$ cat src/rtl/wt_cache_pkg.sv
// Shared write-through L1D types and helpers: L15 store size encoding and chunk selection.
// Latency: n/a (types and pure combinational functions only).
// Backpressure: n/a.
package wt_cache_pkg;

    localparam int L15_TID_WIDTH = 2;

    typedef enum logic [1:0] {
        L15_SIZE_BYTE  = 2'd0,
        L15_SIZE_HWORD = 2'd1,
        L15_SIZE_WORD  = 2'd2,
        L15_SIZE_DWORD = 2'd3
    } l15_size_t;

    typedef struct packed {
        logic [7:0] mask;
        logic [2:0] offset;
        l15_size_t  size;
    } chunk_t;

    // Greedy pick of the largest naturally aligned, fully enabled chunk
    // that starts at the lowest set bit of the remaining byte mask.
    function automatic chunk_t nextChunk64(input logic [7:0] rem);
        chunk_t     c;
        logic [2:0] k;
        logic [7:0] sh;
        k = '0;
        for (int i = 7; i >= 0; i--) begin
            if (rem[i]) k = 3'(i);
        end
        sh       = rem >> k;
        c.offset = k;
        if (rem == 8'h00) begin
            c.mask = 8'h00;
            c.size = L15_SIZE_BYTE;
        end else if (rem == 8'hFF) begin
            c.mask = 8'hFF;
            c.size = L15_SIZE_DWORD;
        end else if (k[1:0] == 2'b00 && sh[3:0] == 4'hF) begin
            c.mask = 8'h0F << k;
            c.size = L15_SIZE_WORD;
        end else if (k[0] == 1'b0 && sh[1:0] == 2'b11) begin
            c.mask = 8'h03 << k;
            c.size = L15_SIZE_HWORD;
        end else begin
            c.mask = 8'h01 << k;
            c.size = L15_SIZE_BYTE;
        end
        return c;
    endfunction

endpackage

$ cat src/rtl/wt_store_splitter.sv
// Splits one 64-bit store with an arbitrary byte mask into aligned byte/hword/word/dword sub-stores.
// Latency: first sub-store is valid the cycle after acceptance; one beat per cycle while out_ready_i is high.
// Backpressure: outputs hold while out_ready_i is low; in_ready_o is high in IDLE or when the last beat is leaving.
module wt_store_splitter
    import wt_cache_pkg::*;
#(
    parameter int ADDR_WIDTH = 56,
    parameter int TID_WIDTH  = wt_cache_pkg::L15_TID_WIDTH
) (
    input  logic                  clk_i,
    input  logic                  rst_i,
    input  logic                  in_valid_i,
    output logic                  in_ready_o,
    input  logic [ADDR_WIDTH-1:0] in_addr_i,
    input  logic [63:0]           in_data_i,
    input  logic [7:0]            in_be_i,
    input  logic [TID_WIDTH-1:0]  in_tid_i,
    output logic                  out_valid_o,
    input  logic                  out_ready_i,
    output logic [ADDR_WIDTH-1:0] out_addr_o,
    output logic [63:0]           out_data_o,
    output logic [7:0]            out_be_o,
    output logic [1:0]            out_size_o,
    output logic [TID_WIDTH-1:0]  out_tid_o,
    output logic                  out_last_o,
    output logic                  busy_o
);

    localparam logic [0:0] IDLE = 1'b0;
    localparam logic [0:0] EMIT = 1'b1;

    logic [0:0]            state_q;
    logic [ADDR_WIDTH-1:0] addr_q;
    logic [63:0]           data_q;
    logic [TID_WIDTH-1:0]  tid_q;
    logic [7:0]            rem_q;

    chunk_t chunk;
    logic   out_fire;
    logic   in_fire;

    // Chunk selection and handshake decode; out_ready_i feeds in_ready_o so a
    // new store can be captured in the same cycle the previous one finishes.
    always_comb begin
        chunk       = nextChunk64(rem_q);
        out_valid_o = (state_q == EMIT);
        busy_o      = (state_q == EMIT);
        out_last_o  = out_valid_o && ((rem_q & ~chunk.mask) == 8'h00);
        out_fire    = out_valid_o && out_ready_i;
        in_ready_o  = (state_q == IDLE) || (out_fire && out_last_o);
        in_fire     = in_valid_i && in_ready_o;
        out_addr_o  = {addr_q[ADDR_WIDTH-1:3], chunk.offset};
        out_data_o  = data_q;
        out_be_o    = chunk.mask;
        out_size_o  = chunk.size;
        out_tid_o   = tid_q;
    end

    // FSM and request latches; a capture overrides the end-of-request return to IDLE.
    always_ff @(posedge clk_i) begin
        if (rst_i) begin
            state_q <= IDLE;
            addr_q  <= '0;
            data_q  <= '0;
            tid_q   <= '0;
            rem_q   <= '0;
        end else begin
            if (out_fire) begin
                rem_q <= rem_q & ~chunk.mask;
                if (out_last_o) state_q <= IDLE;
            end
            if (in_fire) begin
                addr_q  <= in_addr_i;
                data_q  <= in_data_i;
                tid_q   <= in_tid_i;
                rem_q   <= in_be_i;
                state_q <= (in_be_i != 8'h00) ? EMIT : IDLE;
            end
        end
    end

endmodule

$ cat config.mk
export PLATFORM = sky130hd
export DESIGN_NAME = wt_store_splitter
export DESIGN_NICKNAME = d
export VERILOG_FILES = /design/src/rtl/wt_cache_pkg.sv /design/src/rtl/wt_store_splitter.sv
export SDC_FILE = /design/constraint.sdc
export NUM_CORES = 1
export LEC_CHECK = 0
export ABC_AREA = 1
export CAP_MARGIN = 20
export CORE_UTILIZATION = 35
export DETAILED_ROUTE_END_ITERATION = 6
export GPL_TIMING_DRIVEN = 0
export PLACE_DENSITY = 0.75
export SKIP_CTS_REPAIR_TIMING = 1
export SYNTH_ARGS = -nofsm -noshare
export SYNTH_HDL_FRONTEND = slang
export SYNTH_SLANG_ARGS = --single-unit
$ cat constraint.sdc
create_clock -name clk_i -period 2.27 [get_ports clk_i]
set_clock_uncertainty 0.05 [all_clocks]
set_input_delay 0.681 -clock clk_i [delete_from_list [all_inputs] [get_ports clk_i]]
set_output_delay 0.681 -clock clk_i [all_outputs]
set_load 0.02 [all_outputs]
==> reports/results.txt, run 1 <==
Via Count: 5457
Avg WL per Cell: 14.48 um
ANT cells: 0
Number of vias per cell: 4.632
Async S/R FF share, synth: 0
Total CTS buffers: 17
Data arrival time of the worst path: 2420 ps
Initial antenna violation count: 0
Mux share of post-synthesis cell area: 0
Number of global-route vias before repair: 4980
Final period util: 1.387
Number of enable flip-flop cells after synthesis: 0
Gr ovfl total: 0
Post-Synth XOR/XNOR Area: 0
TritonCTS clock tree: done
Pin count of the biggest net entering global routing: 17
1st-pass router iterations: 7
Compound-cell area share of the yosys netlist: 0.1440
Final setup vio count: 140
Starting Density: 0.3582
Worst vdd ir: 0.6258 mV
Clock-pin transition on the worst setup and hold timing paths: 50 ps
Synth Net Count: 809
Hold Crit Class: register to register
Mapped Area: 0.004952 mm^2
CTS H-tree depth: 4
HPWL after DPL: 11.74 mm
Routed Antenna Nets: 0
Pwr Density: 758.7 mW/mm^2
Tot GR Track Use: 0.2174
Die X: 121.0 um
Die area: 0.01463 mm^2
Setup TNS: -72910 ps
Area grow syn2layout: 93.18%
Final min period: 3148 ps
Initial DRC Count: 176
Status: finished with violations
Main combinational cell family by area after synthesis: simple AND/OR/NAND/NOR gates
Final Hold Viols: 0
Clk_lat worst skew: 400 ps
Relative slew slack: 0.4884
CP max stage cell: dfxtp_4
Final design utilization: 0.6919
Drt drc: 0
Kind of critical path: register to primary output
RSZ-0062 raised after global routing: true
Crit start category: register
Cell Chain, Critical Path: inv_4 > nand2_1 > nand2_1 > nand2_1 > nand2_1 > nand2_2 > nand2_4 > nand2_2 > nand3_2 > nand2_2 > nand2_2 > nand2_4 > nand2_4 > nand2_4 > nand2_4 > nand3_4 > nand2_4 > nor2_4 > nand3_4 > nand2_4 > buf_6
Yosys reg bits: 128
Core area: 0.01383 mm^2
Clock Path Buffers: 2
Failing checks: negative setup slack
Setup WS post-layout: -878.2 ps
Top FF cell, synth: dfxtp_1
Drt total wl: 17.06 mm
Die H: 121.0 um
Fillers: 1136
Layout cells sized above 1: 0.2555
Final nets: 1120
Slew @ Worst Pin: 767.3 ps
Most frequent CP cell: nand2_4
Critical-path maximum fanout: 5
Max cap viols: 0
Leak pwr: 3.924 nW
Mapped Cells: 675
Peak Freq: 317.6 MHz
Buffers on Ports: 266
Root Driver: clkbuf_16
Rows: 43
Unique masters post-synth: 26
Simple-gate share of the synthesized area: 0.2708
Synth Area per Inst: 7.337 um^2
Yosys Warn Count: 0
First-pass GRT wire length: 24.58 mm
Post-Layout Cell Count: 1178
Placer Congestion: 0.8062
Slowest stage delay, CP: 380 ps
Sequential element share of the synthesized area: 0.5174
Clk sinks: 128
Placed Cells: 1121
Req. time, crit path: 1540 ps
Final Max Tran Viols: 0
Adder-cell share of the synthesized area: 0
I/O pins: 270
CP endpoint kind: primary output
-- worst paths after layout --
kind,endpoint,slack [ps],startpoint,cells past startpoint
worst min register to register,addr_q[19],430,addr_q[19],2
worst min-delay path,addr_q[19],430,addr_q[19],2
worst max-delay path,in_ready_o,-880,rem_q[6],21
worst max register to register,addr_q[10],-650,rem_q[6],27
-- flip-flops by register name, summed over array words and instances, names as in the netlist --
name,cells
out_data_o,64
addr_q,53
rem_q,8
out_tid_o,2
busy_o,1
-- per-stage QoR --
step	area (um^2)	hold slack [ps]	total power, mW	worst slack (ps)
6_report	9567	425.8	7.258	-878.2
5_1_grt	9567	447.9	7.590	-1049
3_3_place_gp	7998	410.5	4.281	-1089
3_5_place_dp	7998	421.5	4.299	-1097
2_1_floorplan	5110	418.2	3.475	-282.4
4_1_cts	8579	433.7	6.983	-1558
-- worst max-delay path: cells and delay by family (launching register included) --
family                 cells  cell delay, ps
AND/OR/NAND/NOR           19            1440
buffers and inverters      2             170
flip-flops                 1             380
-- metal layers --
layer	global-route usage	vias to the layer above	wire length (um)
li1	-	2775	-
met1	0.2469	2456	6807
met2	0.3586	209	8360
met3	0.09680	17	1607
met4	0.07793	0	285
met5	0	-	0
-- cells in the mapped netlist (2+ instances only) --
master | number | share of area
a21oi_1 | 6 | 0.0061
buf_1 | 2 | 0.0015
buf_2 | 10 | 0.010
buf_4 | 8 | 0.012
clkbuf_1 | 21 | 0.016
dfxtp_1 | 128 | 0.52
inv_1 | 33 | 0.025
nand2_1 | 46 | 0.035
nand2_2 | 7 | 0.0088
nand3_1 | 22 | 0.022
nand4_1 | 2 | 0.0025
nor2_1 | 246 | 0.19
nor2_2 | 3 | 0.0038
nor3_1 | 2 | 0.0020
nor4_1 | 2 | 0.0025
o21ai_0 | 76 | 0.077
o21ai_1 | 52 | 0.053
-- cell usage in the layout, fill, tap and decap left out, types with 2 or more instances in the layout --
master	instances
clkdlybuf4s50_1	254
nor2_1	245
dfxtp_1	121
o21ai_2	97
nand2_1	28
inv_1	28
buf_4	26
clkbuf_16	25
o21ai_1	20
nand2_2	17
clkbuf_1	15
nand3_1	14
buf_6	11
buf_8	10
nand2_4	8
o21ai_0	7
nand3_2	7
buf_2	5
dfxtp_2	5
inv_2	4
o21ai_4	4
buf_12	4
clkinv_2	4
nor2_4	3
a21oi_1	3
clkinvlp_4	3
clkbuf_8	3
a21oi_4	2
nand4_1	2
nand3_4	2
nand2_8	2
a21oi_2	2
bufinv_16	2
dfxtp_4	2
-- kinds of logic (layout without fill, tap and decap cells) --
logic type	Yosys count	after routing
buffers and inverters	76	398
AOI/OAI and AO/OA	137	137
DFF	128	128
and+or+nand+nor	334	335
-- where the power goes --
group | internal, mW | leakage (nW) | switching (mW)
combinational | 1.00 | 2.58 | 1.03
clock | 1.69 | 0.281 | 0.975
sequential | 2.45 | 1.06 | 0.115
-- final cells by class --
cell class                 count  area [um^2]  area share
clock buffer                  21        470.5     0.04918
clock inverter                10        111.4     0.01164
multi-input combinational    472         2680      0.2801
buffer                        42        375.4     0.03924
sequential                   128         2576      0.2693
tap                          180        225.2     0.02354
inverter                      34        130.1     0.01360
timing repair buffer         291         2998      0.3134
Note: power is estimated with default switching activity, not from simulation.
==> run 2, diff against run 1 <==
--- a/config.mk
+++ b/config.mk
@@ -11,6 +11,7 @@
 export DETAILED_ROUTE_END_ITERATION = 6
 export GPL_TIMING_DRIVEN = 0
 export PLACE_DENSITY = 0.75
+export SETUP_SLACK_MARGIN = 0.05
 export SKIP_CTS_REPAIR_TIMING = 1
 export SYNTH_ARGS = -nofsm -noshare
 export SYNTH_HDL_FRONTEND = slang
==> run 2 against run 1 <==
The run still ends with negative setup slack left. Sequential cell count unchanged. Cell count increased by 1.6%. Critical endpoint is now out_data_o[58]. Total power decreased by 3.1%. Die area unchanged. Sequential share of layout area increased by 0.055 points. Design area about the same. Largest cell class unchanged. Global-route usage decreased by 0.39 points. Critical path depth increased by 7.
==> reports/results.txt, run 2 (same netlist as run 1, synthesis figures left out) <==
Design area: 0.009570 mm^2
Post-Layout Cell Count: 1197
Status: finished with violations
Number of vias per cell: 4.705
CP endpoint kind: register
Most frequent CP cell: nand2_4
Die H: 121.0 um
Most common cell after layout, fill and taps aside: clkdlybuf4s50_1
I/O pins: 270
Crit start category: register
ANT cells: 0
Via Count: 5632
Final setup vio count: 140
Critical-path maximum fanout: 6
Fillers: 1124
Pwr Density: 734.9 mW/mm^2
Final period util: 1.426
Avg WL per Cell: 14.76 um
Placer Congestion: 0.8181
Number of flip-flops under the largest register name: 64
Rows: 43
First-pass GRT wire length: 24.25 mm
Routed Antenna Nets: 0
R2R Setup Slk: -970 ps
Most frequent cells in the layout: 249 x clkdlybuf4s50_1, 246 x nor2_1, 120 x dfxtp_1
TritonCTS clock tree: done
Slew @ Worst Pin: 661.1 ps
Initial DRC Count: 251
Data arrival time of the worst path: 3520 ps
Clk sinks: 128
Core area: 0.01383 mm^2
Req. time, crit path: 2550 ps
Starting Density: 0.3582
Drt drc: 0
Pin count of the biggest net entering global routing: 17
Initial antenna violation count: 0
Setup TNS: -116380 ps
1st-pass router iterations: 4
Cell family with most CP delay: simple AND/OR/NAND/NOR gates
Final nets: 1142
Area grow syn2layout: 93.25%
HPWL after DPL: 11.52 mm
Placed Cells: 1121
Final Max Tran Viols: 0
Clock-pin transition on the worst setup and hold timing paths: 50 ps
Kind of critical path: register to register
Leak pwr: 4.035 nW
Layout cells sized above 1: 0.1750
Slowest stage delay, CP: 360 ps
Root Driver: clkbuf_16
Relative slew slack: 0.5563
Total CTS buffers: 17
Internal power: 4.934 mW
Max cap viols: 0
Final min period: 3237 ps
Die area: 0.01463 mm^2
Hold Crit Class: register to register
Final Hold Viols: 0
CP max stage cell: dfxtp_4
Total power: 7.033 mW
Gr ovfl total: 0
RSZ-0062 raised after global routing: true
Clk_lat worst skew: 410 ps
Dpl cell area: 0.007998 mm^2
Setup WS post-layout: -966.6 ps
Die X: 121.0 um
Buf+Inv Stages, Crit Path: 7
CTS H-tree depth: 4
Proportion of power drawn by flip-flops and latches: 0.365
Logic gate share of total power: 0.305
Peak Freq: 309.0 MHz
WHS: 411.3 ps
Tot GR Track Use: 0.2134
NetSw: 2.099 mW
Number of global-route vias before repair: 5025
Buffers on Ports: 266
Switching fraction of total power: 0.2984
Clock Path Buffers: 2
Failing checks: negative setup slack
Drt total wl: 17.67 mm
Worst vdd ir: 0.5004 mV
Clk network pwr share: 0.330
-- run 2: cell count changes in the layout (fill, tap and decap cells not counted), moves of 4 or more --
cell	delta
o21ai_2	-97
o21ai_1	+79
o21ai_0	+21
buf_6	+9
nand2_2	-9
clkbuf_16	+7
nand2_4	+7
clkdlybuf4s50_1	-5
buf_2	-4
buf_8	+4
clkbuf_8	+4
-- run 2: worst reg2reg max path, delay by kind of cell, from the launching register on --
kind / cells / cell delay [ps]
flops: 1 / 360
simple gates: 20 / 1640
compound gates: 1 / 260
buf+inv: 7 / 870
-- run 2: per-stage QoR --
step                  util  setup WS [ps]
finish              0.6922         -966.6
global route        0.6922          -1127
floorplan                -         -282.4
CTS                 0.6141          -1526
detailed placement  0.5784          -1064
global placement    0.5784          -1069
-- run 2: layout make-up --
| type | count | area [um^2] | area share |
|---|---|---|---|
| Timing Repair Buffer | 314 | 3369 | 0.3521 |
| Sequential cell | 128 | 2582 | 0.2698 |
| Multi-Input combinational cell | 471 | 2326 | 0.2430 |
| Clock buffer | 21 | 450.4 | 0.04706 |
| Buffer | 42 | 437.9 | 0.04576 |
| Tap cell | 180 | 225.2 | 0.02353 |
| Inverter | 34 | 136.4 | 0.01425 |
| Clock inverter | 7 | 42.54 | 0.004445 |
-- run 2: path summary, 6_finish.rpt --
| path | startpoint | end | cells past startpoint |
|---|---|---|---|
| max | rem_q[6] | out_data_o[58] | 28 |
| max reg2reg | rem_q[6] | out_data_o[58] | 28 |
| min | out_data_o[8] | out_data_o[8] | 2 |
| min reg2reg | out_data_o[8] | out_data_o[8] | 2 |
-- run 2: power groups by stage --
stage	clock network [mW]	registers, mW	logic, mW
finish	2.32	2.57	2.14
global route	2.49	2.59	2.30
CTS	2.38	2.56	1.70
detailed placement	0	2.61	1.69
global placement	0	2.60	1.68
floorplan	0	2.83	0.650
-- run 2: metal layers --
layer | part of all wire | routed length, um | up-vias | track usage
li1 | - | - | 2821 | -
met1 | 0.40 | 7061 | 2557 | 0.2393
met2 | 0.49 | 8671 | 233 | 0.3600
met3 | 0.094 | 1664 | 21 | 0.08365
met4 | 0.015 | 271 | 0 | 0.08642
met5 | 0 | 0 | - | 0
==> run 3, diff against run 2 <==
--- a/config.mk
+++ b/config.mk
@@ -8,6 +8,7 @@
 export ABC_AREA = 1
 export CAP_MARGIN = 20
 export CORE_UTILIZATION = 35
+export CTS_CLUSTER_SIZE = 14
 export DETAILED_ROUTE_END_ITERATION = 6
 export GPL_TIMING_DRIVEN = 0
 export PLACE_DENSITY = 0.75
==> constraint.sdc (replaced) <==
create_clock -name clk_i -period 2.27 [get_ports clk_i]
set_clock_uncertainty 0.05 [all_clocks]
set_input_delay 0.681 -clock clk_i [delete_from_list [all_inputs] [get_ports clk_i]]
set_output_delay 0.681 -clock clk_i [all_outputs]
set_load 0.1 [all_outputs]
==> run 3 against run 2 <==
The flow still finishes with violations (negative setup slack). Critical path depth down 8. Global-route usage is 0.52 points higher. Routed wire length rose by 8.3%. Via count is 4.1% higher. Utilization decreased by 0.12 points. First-iteration DRC count is 7.2% higher. Highest routed layer unchanged. Hold slack better by 0.51 ps. Clock power increased by 20%. Design area down 0.17%. Non-clock buffer count is the same. Largest power group is now combinational logic. Register-to-register slack worse by 60 ps. Combinational power is 62% higher.
==> reports/results.txt, run 3 (same netlist as run 1, synthesis figures left out) <==
Cell Chain, Critical Path: inv_4 > nand2_2 > nand2_2 > nand2_2 > nand2_2 > nand2_4 > nand2_4 > nand2_2 > nand3_1 > and2_4 > nand2_2 > nand2_4 > nand2_4 > nand2_4 > nand3_4 > nand2_4 > nor2_4 > nand3_4 > nand2_4 > buf_12
Number of vias per cell: 4.883
Hold Crit Class: register to register
Crit start category: register
Total power: 8.827 mW
Buf+Inv Stages, Crit Path: 2
Met3 GRT Util: 0.09445
Hold EP: addr_q[30]
First-pass GRT wire length: 24.38 mm
Gr ovfl total: 0
Leak pwr: 4.288 nW
Final nets: 1142
1st-pass router iterations: 4
Cell family with most CP delay: simple AND/OR/NAND/NOR gates
R2R Setup Slk: -1030 ps
Most common cell after layout, fill and taps aside: nor2_1
Initial DRC Count: 269
I/O pins: 270
HPWL after DPL: 11.83 mm
Slowest stage delay, CP: 400 ps
Global Route met2 Usage: 0.3736
Pin count of the biggest net entering global routing: 17
Final design utilization: 0.6910
Tot GR Track Use: 0.2186
Final min period: 3335 ps
Final Hold Viols: 0
Req. time, crit path: 1540 ps
GRT Max-Usage Layer: met2
Rows: 43
Pre-CTS WS: -1756 ps
Status: finished with violations
Root Driver: clkbuf_16
Initial antenna violation count: 0
Peak Freq: 299.8 MHz
Pwr Density: 923.9 mW/mm^2
Die area: 0.01463 mm^2
Capture point of the worst reg-to-reg path: rem_q[5]
Critical-path maximum fanout: 5
Core area: 0.01383 mm^2
Number of flip-flops under the largest register name: 64
Clk sinks: 128
Dpl cell area: 0.007905 mm^2
Data arrival time of the worst path: 2600 ps
Via Count: 5865
Failing checks: negative setup slack
Worst vdd ir: 0.5886 mV
Die H: 121.0 um
Buffers on Ports: 266
FF-to-FF Start: rem_q[6]
Placer Congestion: 0.8986
ANT cells: 0
Design area: 0.009554 mm^2
Final setup vio count: 142
Worst Setup SP: rem_q[6]
Clock-pin transition on the worst setup and hold timing paths: 50 ps
CTS H-tree depth: 4
Relative slew slack: 0.3555
Most frequent cells in the layout: 243 x nor2_1, 130 x clkdlybuf4s50_1, 121 x clkbuf_2
Final period util: 1.469
Drt total wl: 19.13 mm
Max cap viols: 0
Avg WL per Cell: 15.93 um
Layout cells sized above 1: 0.4114
Area grow syn2layout: 92.93%
Hold path start: addr_q[30]
CP endpoint kind: primary output
CP max stage cell: dfxtp_4
TritonCTS clock tree: done
Drt drc: 0
Slew @ Worst Pin: 965.2 ps
Most frequent CP cell: nand2_4
GRT met1 Usage: 0.2376
Total CTS buffers: 17
WHS Path Cells: 2
Starting Density: 0.3582
R2R depth: 30
RSZ-0062 raised after global routing: true
Clock Path Buffers: 2
Routed Antenna Nets: 0
Kind of critical path: register to primary output
Die X: 121.0 um
Number of global-route vias before repair: 4946
Clk_lat worst skew: 420 ps
Setup WS post-layout: -1065 ps
Final Max Tran Viols: 0
## run 3: cell count changes in the layout (fill, tap and decap cells not counted), sizes merged
| cell | previous run | this run |
|---|---|---|
| clkinvlp | 4 | 3 |
| bufinv | 0 | 3 |
| clkdlybuf4s50 | 249 | 130 |
| dlymetal6s2s | 3 | 1 |
| clkinv | 4 | 6 |
| clkbuf | 56 | 169 |
| buf | 69 | 77 |
## run 3: worst reg2reg max path: cells and delay by family, from the launching register on
| kind | cells | cell delay, ps |
|---|---|---|
| AOI/OAI and AO/OA | 1 | 170 |
| buffers and inverters | 8 | 870 |
| and+or+nand+nor | 21 | 1730 |
| DFF | 1 | 400 |
## run 3: routing by layer
metal,vias up,share of wire
met5,-,0
met4,0,0.032
met3,57,0.099
met2,298,0.50
met1,2690,0.37
li1,2820,-
## run 3: final cells by class
cell class,instances,area (um^2)
multi-input combinational,471,2730
buffer,42,460.4
fill,1086,4273
clock inverter,11,137.6
inverter,34,137.6
tap,180,225.2
timing repair buffer,314,2820
sequential,128,2582
clock buffer,21,460.4
## run 3: stage by stage
stage	TNS, ps	hold slack, ps	cells
floorplan	-168510	411.5	675
global placement	-103040	410.2	1121
detailed placement	-107000	419.7	1121
CTS	-160680	432.7	1153
global route	-142060	448.4	1201
finish	-125090	411.9	1201
## run 3: worst max-delay path by stage
stage	cells after the start	slack, ps	endpoint
floorplan	10	-1320	out_last_o
global placement	19	-1730	in_ready_o
detailed placement	19	-1760	in_ready_o
CTS	19	-2210	in_ready_o
global route	31	-1170	rem_q[2]
finish	20	-1070	in_ready_o
## run 3: report_power, final
part	total, mW	switching, mW	internal (mW)
clock	2.78	1.01	1.77
sequential	2.57	0.125	2.45
combinational	3.47	2.46	1.01
